[src/rtl/clock_time_ctrl.sv]
// Board clock timekeeping controller.
// Counts HH:MM:SS in BCD from the 1 Hz tick. Two debounced buttons drive a set-mode FSM
// (mode cycles RUN -> SET_HR -> SET_MIN, inc bumps the field being set). The field being
// set blinks, timed from the fast tick.
module clock_time_ctrl #(
    parameter int unsigned H24            = 1,
    parameter int unsigned DEBOUNCE_TICKS = 3,
    parameter int unsigned BLINK_TICKS    = 60
) (
    input  logic       i_clk,
    input  logic       i_reset,
    input  logic       i_tick_1hz,
    input  logic       i_tick_fast,
    input  logic       i_btn_mode,
    input  logic       i_btn_inc,
    output logic [7:0] o_hours,
    output logic [7:0] o_mins,
    output logic [7:0] o_secs,
    output logic       o_pm,
    output logic [1:0] o_state,
    output logic       o_blank_hr,
    output logic       o_blank_min
);

    localparam int unsigned DbW = (DEBOUNCE_TICKS > 1) ? $clog2(DEBOUNCE_TICKS) : 1;
    localparam int unsigned BlW = (BLINK_TICKS > 1) ? $clog2(BLINK_TICKS) : 1;
    localparam logic [DbW-1:0] DbLast  = DbW'(DEBOUNCE_TICKS - 1);
    localparam logic [BlW-1:0] BlLast  = BlW'(BLINK_TICKS - 1);
    localparam logic [7:0]     HrReset = (H24 != 0) ? 8'h00 : 8'h12;

    typedef enum logic [1:0] {
        StRun    = 2'd0,
        StSetHr  = 2'd1,
        StSetMin = 2'd2
    } state_e;

    state_e state_q, state_d;

    // Index 0 = mode button, index 1 = inc button
    logic [1:0]     btn_raw;
    logic [1:0]     db_stable_q;
    logic [1:0]     db_prev_q;
    logic [1:0]     press_q;
    logic [DbW-1:0] db_cnt_q [2];

    logic mode_press;
    logic inc_press;

    logic [7:0] hours_q, hours_d;
    logic [7:0] mins_q, mins_d;
    logic [7:0] secs_q, secs_d;
    logic       pm_q, pm_d;
    logic [7:0] hr_inc;
    logic       pm_inc;

    logic [BlW-1:0] blink_cnt_q;
    logic           phase_q;

    // Units digit rolls 9 -> 0 with carry into tens; callers handle field wrap
    function automatic logic [7:0] bcd_inc(input logic [7:0] v);
        if (v[3:0] == 4'd9) begin
            return {v[7:4] + 4'd1, 4'd0};
        end
        return {v[7:4], v[3:0] + 4'd1};
    endfunction

    function automatic logic [7:0] min_sec_inc(input logic [7:0] v);
        return (v == 8'h59) ? 8'h00 : bcd_inc(v);
    endfunction

    assign btn_raw    = {i_btn_inc, i_btn_mode};
    assign mode_press = press_q[0];
    // Mode wins over a coincident inc
    assign inc_press  = press_q[1] & ~press_q[0];

    // Debounce both buttons on fast ticks; the press pulse is registered off the stable edge
    always_ff @(posedge i_clk) begin
        if (i_reset) begin
            db_stable_q <= '0;
            db_prev_q   <= '0;
            press_q     <= '0;
            for (int b = 0; b < 2; b++) begin
                db_cnt_q[b] <= '0;
            end
        end else begin
            db_prev_q <= db_stable_q;
            press_q   <= db_stable_q & ~db_prev_q;
            for (int b = 0; b < 2; b++) begin
                if (i_tick_fast) begin
                    if (btn_raw[b] == db_stable_q[b]) begin
                        db_cnt_q[b] <= '0;
                    end else if (db_cnt_q[b] == DbLast) begin
                        db_stable_q[b] <= ~db_stable_q[b];
                        db_cnt_q[b]    <= '0;
                    end else begin
                        db_cnt_q[b] <= db_cnt_q[b] + DbW'(1);
                    end
                end
            end
        end
    end

    // FSM state register
    always_ff @(posedge i_clk) begin
        if (i_reset) begin
            state_q <= StRun;
        end else begin
            state_q <= state_d;
        end
    end

    // FSM next state: each mode press advances one step around the ring
    always_comb begin
        state_d = state_q;
        if (mode_press) begin
            case (state_q)
                StRun:   state_d = StSetHr;
                StSetHr: state_d = StSetMin;
                default: state_d = StRun;
            endcase
        end
    end

    // FSM outputs: blanking only applies to the field being set
    always_comb begin
        o_state     = state_q;
        o_blank_hr  = (state_q == StSetHr) & phase_q;
        o_blank_min = (state_q == StSetMin) & phase_q;
        o_pm        = (H24 != 0) ? 1'b0 : pm_q;
    end

    // Next hour value and PM flag for a single hour step in either mode
    always_comb begin
        hr_inc = bcd_inc(hours_q);
        pm_inc = pm_q;
        if (H24 != 0) begin
            if (hours_q == 8'h23) hr_inc = 8'h00;
        end else begin
            if (hours_q == 8'h12) hr_inc = 8'h01;
            if (hours_q == 8'h11) pm_inc = ~pm_q;
        end
    end

    // Time next state: tick counting in RUN, field increments in SET, seconds clear on exit
    always_comb begin
        hours_d = hours_q;
        mins_d  = mins_q;
        secs_d  = secs_q;
        pm_d    = pm_q;
        if (state_q == StRun && i_tick_1hz) begin
            secs_d = min_sec_inc(secs_q);
            if (secs_q == 8'h59) begin
                mins_d = min_sec_inc(mins_q);
                if (mins_q == 8'h59) begin
                    hours_d = hr_inc;
                    pm_d    = pm_inc;
                end
            end
        end
        if (state_q == StSetHr && inc_press) begin
            hours_d = hr_inc;
            pm_d    = pm_inc;
        end
        if (state_q == StSetMin && inc_press) begin
            mins_d = min_sec_inc(mins_q);
        end
        if (state_q == StSetMin && mode_press) begin
            secs_d = 8'h00;
        end
    end

    // Time registers
    always_ff @(posedge i_clk) begin
        if (i_reset) begin
            hours_q <= HrReset;
            mins_q  <= 8'h00;
            secs_q  <= 8'h00;
            pm_q    <= 1'b0;
        end else begin
            hours_q <= hours_d;
            mins_q  <= mins_d;
            secs_q  <= secs_d;
            pm_q    <= pm_d;
        end
    end

    // Blink timer: restarts visible on entering a SET state and on every inc press
    always_ff @(posedge i_clk) begin
        if (i_reset) begin
            blink_cnt_q <= '0;
            phase_q     <= 1'b0;
        end else if (state_q == StRun || mode_press || inc_press) begin
            blink_cnt_q <= '0;
            phase_q     <= 1'b0;
        end else if (i_tick_fast) begin
            if (blink_cnt_q == BlLast) begin
                blink_cnt_q <= '0;
                phase_q     <= ~phase_q;
            end else begin
                blink_cnt_q <= blink_cnt_q + BlW'(1);
            end
        end
    end

    assign o_hours = hours_q;
    assign o_mins  = mins_q;
    assign o_secs  = secs_q;

endmodule

[config.mk]
export PLATFORM = sky130hd
export DESIGN_NAME = clock_time_ctrl
export DESIGN_NICKNAME = d
export VERILOG_FILES = /design/src/rtl/clock_time_ctrl.sv
export SDC_FILE = /design/constraint.sdc
export NUM_CORES = 1
export LEC_CHECK = 0
export CORE_MARGIN = 2
export CORE_UTILIZATION = 65
export CTS_CLUSTER_SIZE = 24
export DETAILED_ROUTE_END_ITERATION = 6
export DONT_BUFFER_PORTS = 1
export GPL_TIMING_DRIVEN = 0
export HOLD_SLACK_MARGIN = 0.02
export PLACE_DENSITY = 0.79
export SETUP_SLACK_MARGIN = 0.1
export SLEW_MARGIN = 10
export SYNTH_ARGS = -nofsm -noshare
export SYNTH_HDL_FRONTEND = slang
export SYNTH_SLANG_ARGS = --single-unit
[constraint.sdc]
create_clock -name i_clk -period 3.6 [get_ports i_clk]
set_clock_uncertainty 0.15 [all_clocks]
set_input_delay 0.54 -clock i_clk [delete_from_list [all_inputs] [get_ports i_clk]]
set_output_delay 0.54 -clock i_clk [all_outputs]
set_load 0.1 [all_outputs]
==> summary.json, run 1 <==
{
  "final_layout": {
    "most-common-layout-cells": "sky130_fd_sc_hd__dfxtp_1 (39), sky130_fd_sc_hd__nor2_1 (23), sky130_fd_sc_hd__nand2_1 (18)",
    "nFillCells": 274,
    "nNetsFinal": 284,
    "ratio_of_cells_with_drive_above_1_in_the_final_layout_pct": 7.95,
    "layoutNonFillerInstCount": 310,
    "areaGrowthSynthToFinish_pct": 4.62,
    "layout_commonest_cell": "sky130_fd_sc_hd__dfxtp_1",
    "antenna_diode_count": 0
  },
  "clocking": {
    "ctsHtreeMaxLevel": 2,
    "tritoncts.num_buffers": 5,
    "cts_tree": "done",
    "numClockSinks": 43,
    "ctsRootBufferMaster": "sky130_fd_sc_hd__clkbuf_4",
    "clk_transition_reported_paths_ns": 0.13,
    "post_cts.repair.setup_buffers": 0,
    "hold_buffers": 0,
    "max-clock-path-buffers": 2,
    "clk-insertion-delay-late_ns": 0.35,
    "post_cts_resized": 0
  },
  "power_and_ir_drop": {
    "p_int_mw": 0.585,
    "power.share.switching_pct": 26.4,
    "power.share.sequential_pct": 65.3,
    "power_switching_mw": 0.210,
    "p_comb_share_pct": 6.0,
    "clock_network_fraction_of_total_power_pct": 28.7,
    "vdd.ir_drop.worst_mv": 0.291,
    "power_leakage_nw": 0.873,
    "power.density_mw_per_mm2": 327
  },
  "synth": {
    "number_of_enable_type_register_cells_in_the_synthesized_netlist": 4,
    "synthArstFlopShare_pct": 0,
    "post_synthesis_sequential_area_ratio_pct": 38.7,
    "ys_ff_latch": 43,
    "gate_count_after_technology_mapping": 256,
    "synth_fp_nets": 277,
    "synth_ff_type": "sky130_fd_sc_hd__dfxtp_1",
    "postSynthAreaPerCell_sq_um": 9.10,
    "yosys_warnings": 0,
    "netlist-cell-type-count": 51,
    "netlist_area_sq_mm": 0.00233
  },
  "timing": {
    "achievable-frequency_ghz": 0.308,
    "unrepaired_setup_endpoints_after_global_routing": "no",
    "final_sum_of_negative_setup_slack_ns": 0,
    "post_route_hold_slack_ns": 0.198,
    "normalized_max_slew_margin_pct": 25.7,
    "worst-slew-pin-transition_ns": 1.11,
    "finalCriticalPeriod_ns": 3.24,
    "final_hold_vios": 0,
    "setup_violations": 0,
    "final-max-slew-violation-count": 0,
    "finalCritPeriodShare_pct": 90.1
  },
  "placement": {
    "hpwl_mm": 3.19,
    "place_congestion": 0.784,
    "place.detailed.instances": 302,
    "portBuffers": 0
  },
  "floorplanning": {
    "floorplan.die_area_sq_mm": 0.00408,
    "floorplan.core_area_sq_mm": 0.00339,
    "ios": 35,
    "die_h_microns": 63.9,
    "start_util_pct": 68.7,
    "die_width_microns": 63.9,
    "fp-row-count": 21
  },
  "routing": {
    "routed-via-count": 1899,
    "drc_errors": 0,
    "wire_per_inst_microns": 14.5,
    "final_antenna_net_count": 0,
    "number_of_optimization_iterations_in_the_first_detailed_route_pass": 4,
    "drt_total_wl_mm": 4.49,
    "drt_first_iter_violations": 183,
    "drt-vias-per-instance": 6.13
  },
  "critical_path": {
    "critical_path_capture_point_type": "primary output",
    "crit_required_ns": 2.91,
    "critPathKind": "flip-flop to primary output",
    "timing.critical_path.arrival_ns": 2.55,
    "start_kind": "flip-flop",
    "regToRegSetupSlack_ns": 0.75,
    "worstPathMaxFanout": 10
  },
  "outcome": {
    "status": "finished clean"
  },
  "grt": {
    "globalRouteOverflowTotal": 0,
    "vias_in_the_first_global_route": 1818,
    "grt_max_degree": 13,
    "grt.total_usage_pct": 24.6,
    "grt_antenna_before_repair": 0,
    "grt_first_pass_wirelength_mm": 8.04
  },
  "worst_hold_path": {
    "timing.hold.worst.class": "input pin to flip-flop"
  },
  "flow_run": {
    "cap_viol_max_count": 0
  }
}
## metrics by stage
stage	instance area [sq um]	power (mW)	setup WS, ns	utilization [%]
final	2440	0.795	0.358	71.9
after global routing	2440	0.827	0.305	71.9
after CTS	2440	0.802	0.349	71.9
after detailed placement	2390	0.578	0.765	70.4
after global placement	2390	0.577	0.765	70.4
after floorplan	2330	0.568	0.827	-
## worst paths after layout
kind | cells past startpoint | endpoint | start
min | 2 | db_stable_q[0]$_SDFFE_PP0P_ | i_btn_mode
max | 2 | o_blank_hr | o_state[0]$_SDFFE_PP0P_
max reg2reg | 6 | o_mins[0]$_SDFFE_PP0P_ | o_secs[0]$_SDFFE_PP0P_
min reg2reg | 1 | press_q[1]$_SDFF_PP0_ | db_prev_q[1]$_SDFF_PP0_
## synthesized netlist by cell type (2+ instances only)
cell                         n  area, sq um
sky130_fd_sc_hd__dfxtp_1    39          781
sky130_fd_sc_hd__o2111ai_1   2         17.5
sky130_fd_sc_hd__clkbuf_1    4         15.0
sky130_fd_sc_hd__nand3b_1    7         52.6
sky130_fd_sc_hd__nand3_1    12         60.1
sky130_fd_sc_hd__xor2_1      5         43.8
sky130_fd_sc_hd__or3_1       4         25.0
sky130_fd_sc_hd__o21ai_0     9         45.0
sky130_fd_sc_hd__nand4b_1    2         17.5
sky130_fd_sc_hd__and3b_1     7         61.3
sky130_fd_sc_hd__or4_1       5         37.5
sky130_fd_sc_hd__nand4_1     6         37.5
sky130_fd_sc_hd__nand2b_1    2         12.5
sky130_fd_sc_hd__nor2b_1     6         37.5
sky130_fd_sc_hd__mux2i_1     3         30.0
sky130_fd_sc_hd__inv_1      11         41.3
sky130_fd_sc_hd__buf_6       3         33.8
sky130_fd_sc_hd__edfxtp_1    4          120
sky130_fd_sc_hd__a21oi_1    14         70.1
sky130_fd_sc_hd__nand4bb_1   2         22.5
sky130_fd_sc_hd__xnor2_1     5         43.8
sky130_fd_sc_hd__o21ai_1     3         15.0
sky130_fd_sc_hd__nor4_1      7         43.8
sky130_fd_sc_hd__a22o_1      2         17.5
sky130_fd_sc_hd__nor3_1      5         25.0
sky130_fd_sc_hd__a31oi_1     3         18.8
sky130_fd_sc_hd__nand2_1    18         67.6
sky130_fd_sc_hd__or2_2       2         12.5
sky130_fd_sc_hd__ha_1       15          188
sky130_fd_sc_hd__o31ai_1     3         22.5
sky130_fd_sc_hd__nor2_1     23         86.3
sky130_fd_sc_hd__buf_2       3         15.0
sky130_fd_sc_hd__mux2_2      2         22.5
## sequential cells by signal, summed over array words and instances, names as in the netlist, 2 cells and up
| signal | cells |
|---|---|
| press_q | 2 |
| o_mins | 8 |
| blink_cnt_q | 6 |
| db_prev_q | 2 |
| db_cnt_q | 4 |
| o_state | 2 |
| o_secs | 8 |
| db_stable_q | 2 |
| o_hours | 8 |
## per-layer routing
layer | share of wire, % | GRT usage, % | routed length [microns]
met1 | 46 | 31.9 | 2080
met2 | 46 | 38.9 | 2070
met3 | 6.4 | 7.57 | 286
met4 | 1.3 | 7.88 | 57
met5 | 0 | 0 | 0
## area by class of cell
| cell class | instances | area (sq um) | area share (%) |
|---|---|---|---|
| plain buffers | 12 | 98.8 | 4.06 |
| multi-input cells | 190 | 1290 | 52.9 |
| flip-flops and latches | 43 | 901 | 37.0 |
| clock inverters | 1 | 5.00 | 0.205 |
| well taps | 46 | 57.6 | 2.36 |
| clock buffers | 7 | 45.0 | 1.85 |
| inverters | 11 | 41.3 | 1.69 |
## worst max-delay path: stages, from the launching register on
cell                      delay [ns]
sky130_fd_sc_hd__dfxtp_1        1.00
sky130_fd_sc_hd__buf_2          0.36
sky130_fd_sc_hd__and3b_1        0.83
## power by group through the flow
stage | registers, mW | clock network (mW) | logic (mW)
finish | 0.520 | 0.228 | 0.0479
floorplan | 0.529 | 0 | 0.0398
detailed placement | 0.530 | 0 | 0.0479
global route | 0.521 | 0.252 | 0.0542
CTS | 0.520 | 0.234 | 0.0480
global placement | 0.530 | 0 | 0.0468
## logic make-up (layout without fill, tap and decap cells)
| family | Yosys count | after routing | synth area share, % |
|---|---|---|---|
| multiplexers | 5 | 5 | 2.26 |
| flip-flops | 43 | 43 | 38.7 |
| XOR/XNOR | 10 | 10 | 3.76 |
| AO/OA/AOI/OAI | 46 | 46 | 13.2 |
| other | 1 | 1 | 0.161 |
| adder cells (fa/ha/maj) | 15 | 15 | 8.06 |
| buffers and inverters | 23 | 31 | 6.02 |
| AND/OR/NAND/NOR | 113 | 113 | 27.9 |
Note: power is estimated with default switching activity, not from simulation.
==> run 2: changes to the inputs <==
--- a/config.mk
+++ b/config.mk
@@ -7,7 +7,7 @@
 export LEC_CHECK = 0
 export CORE_MARGIN = 2
 export CORE_UTILIZATION = 65
-export CTS_CLUSTER_SIZE = 24
+export CTS_CLUSTER_SIZE = 40
 export DETAILED_ROUTE_END_ITERATION = 6
 export DONT_BUFFER_PORTS = 1
 export GPL_TIMING_DRIVEN = 0
==> results of run 2 <==
Same layout as run 1: the final DEF is identical, and so are final timing and power.
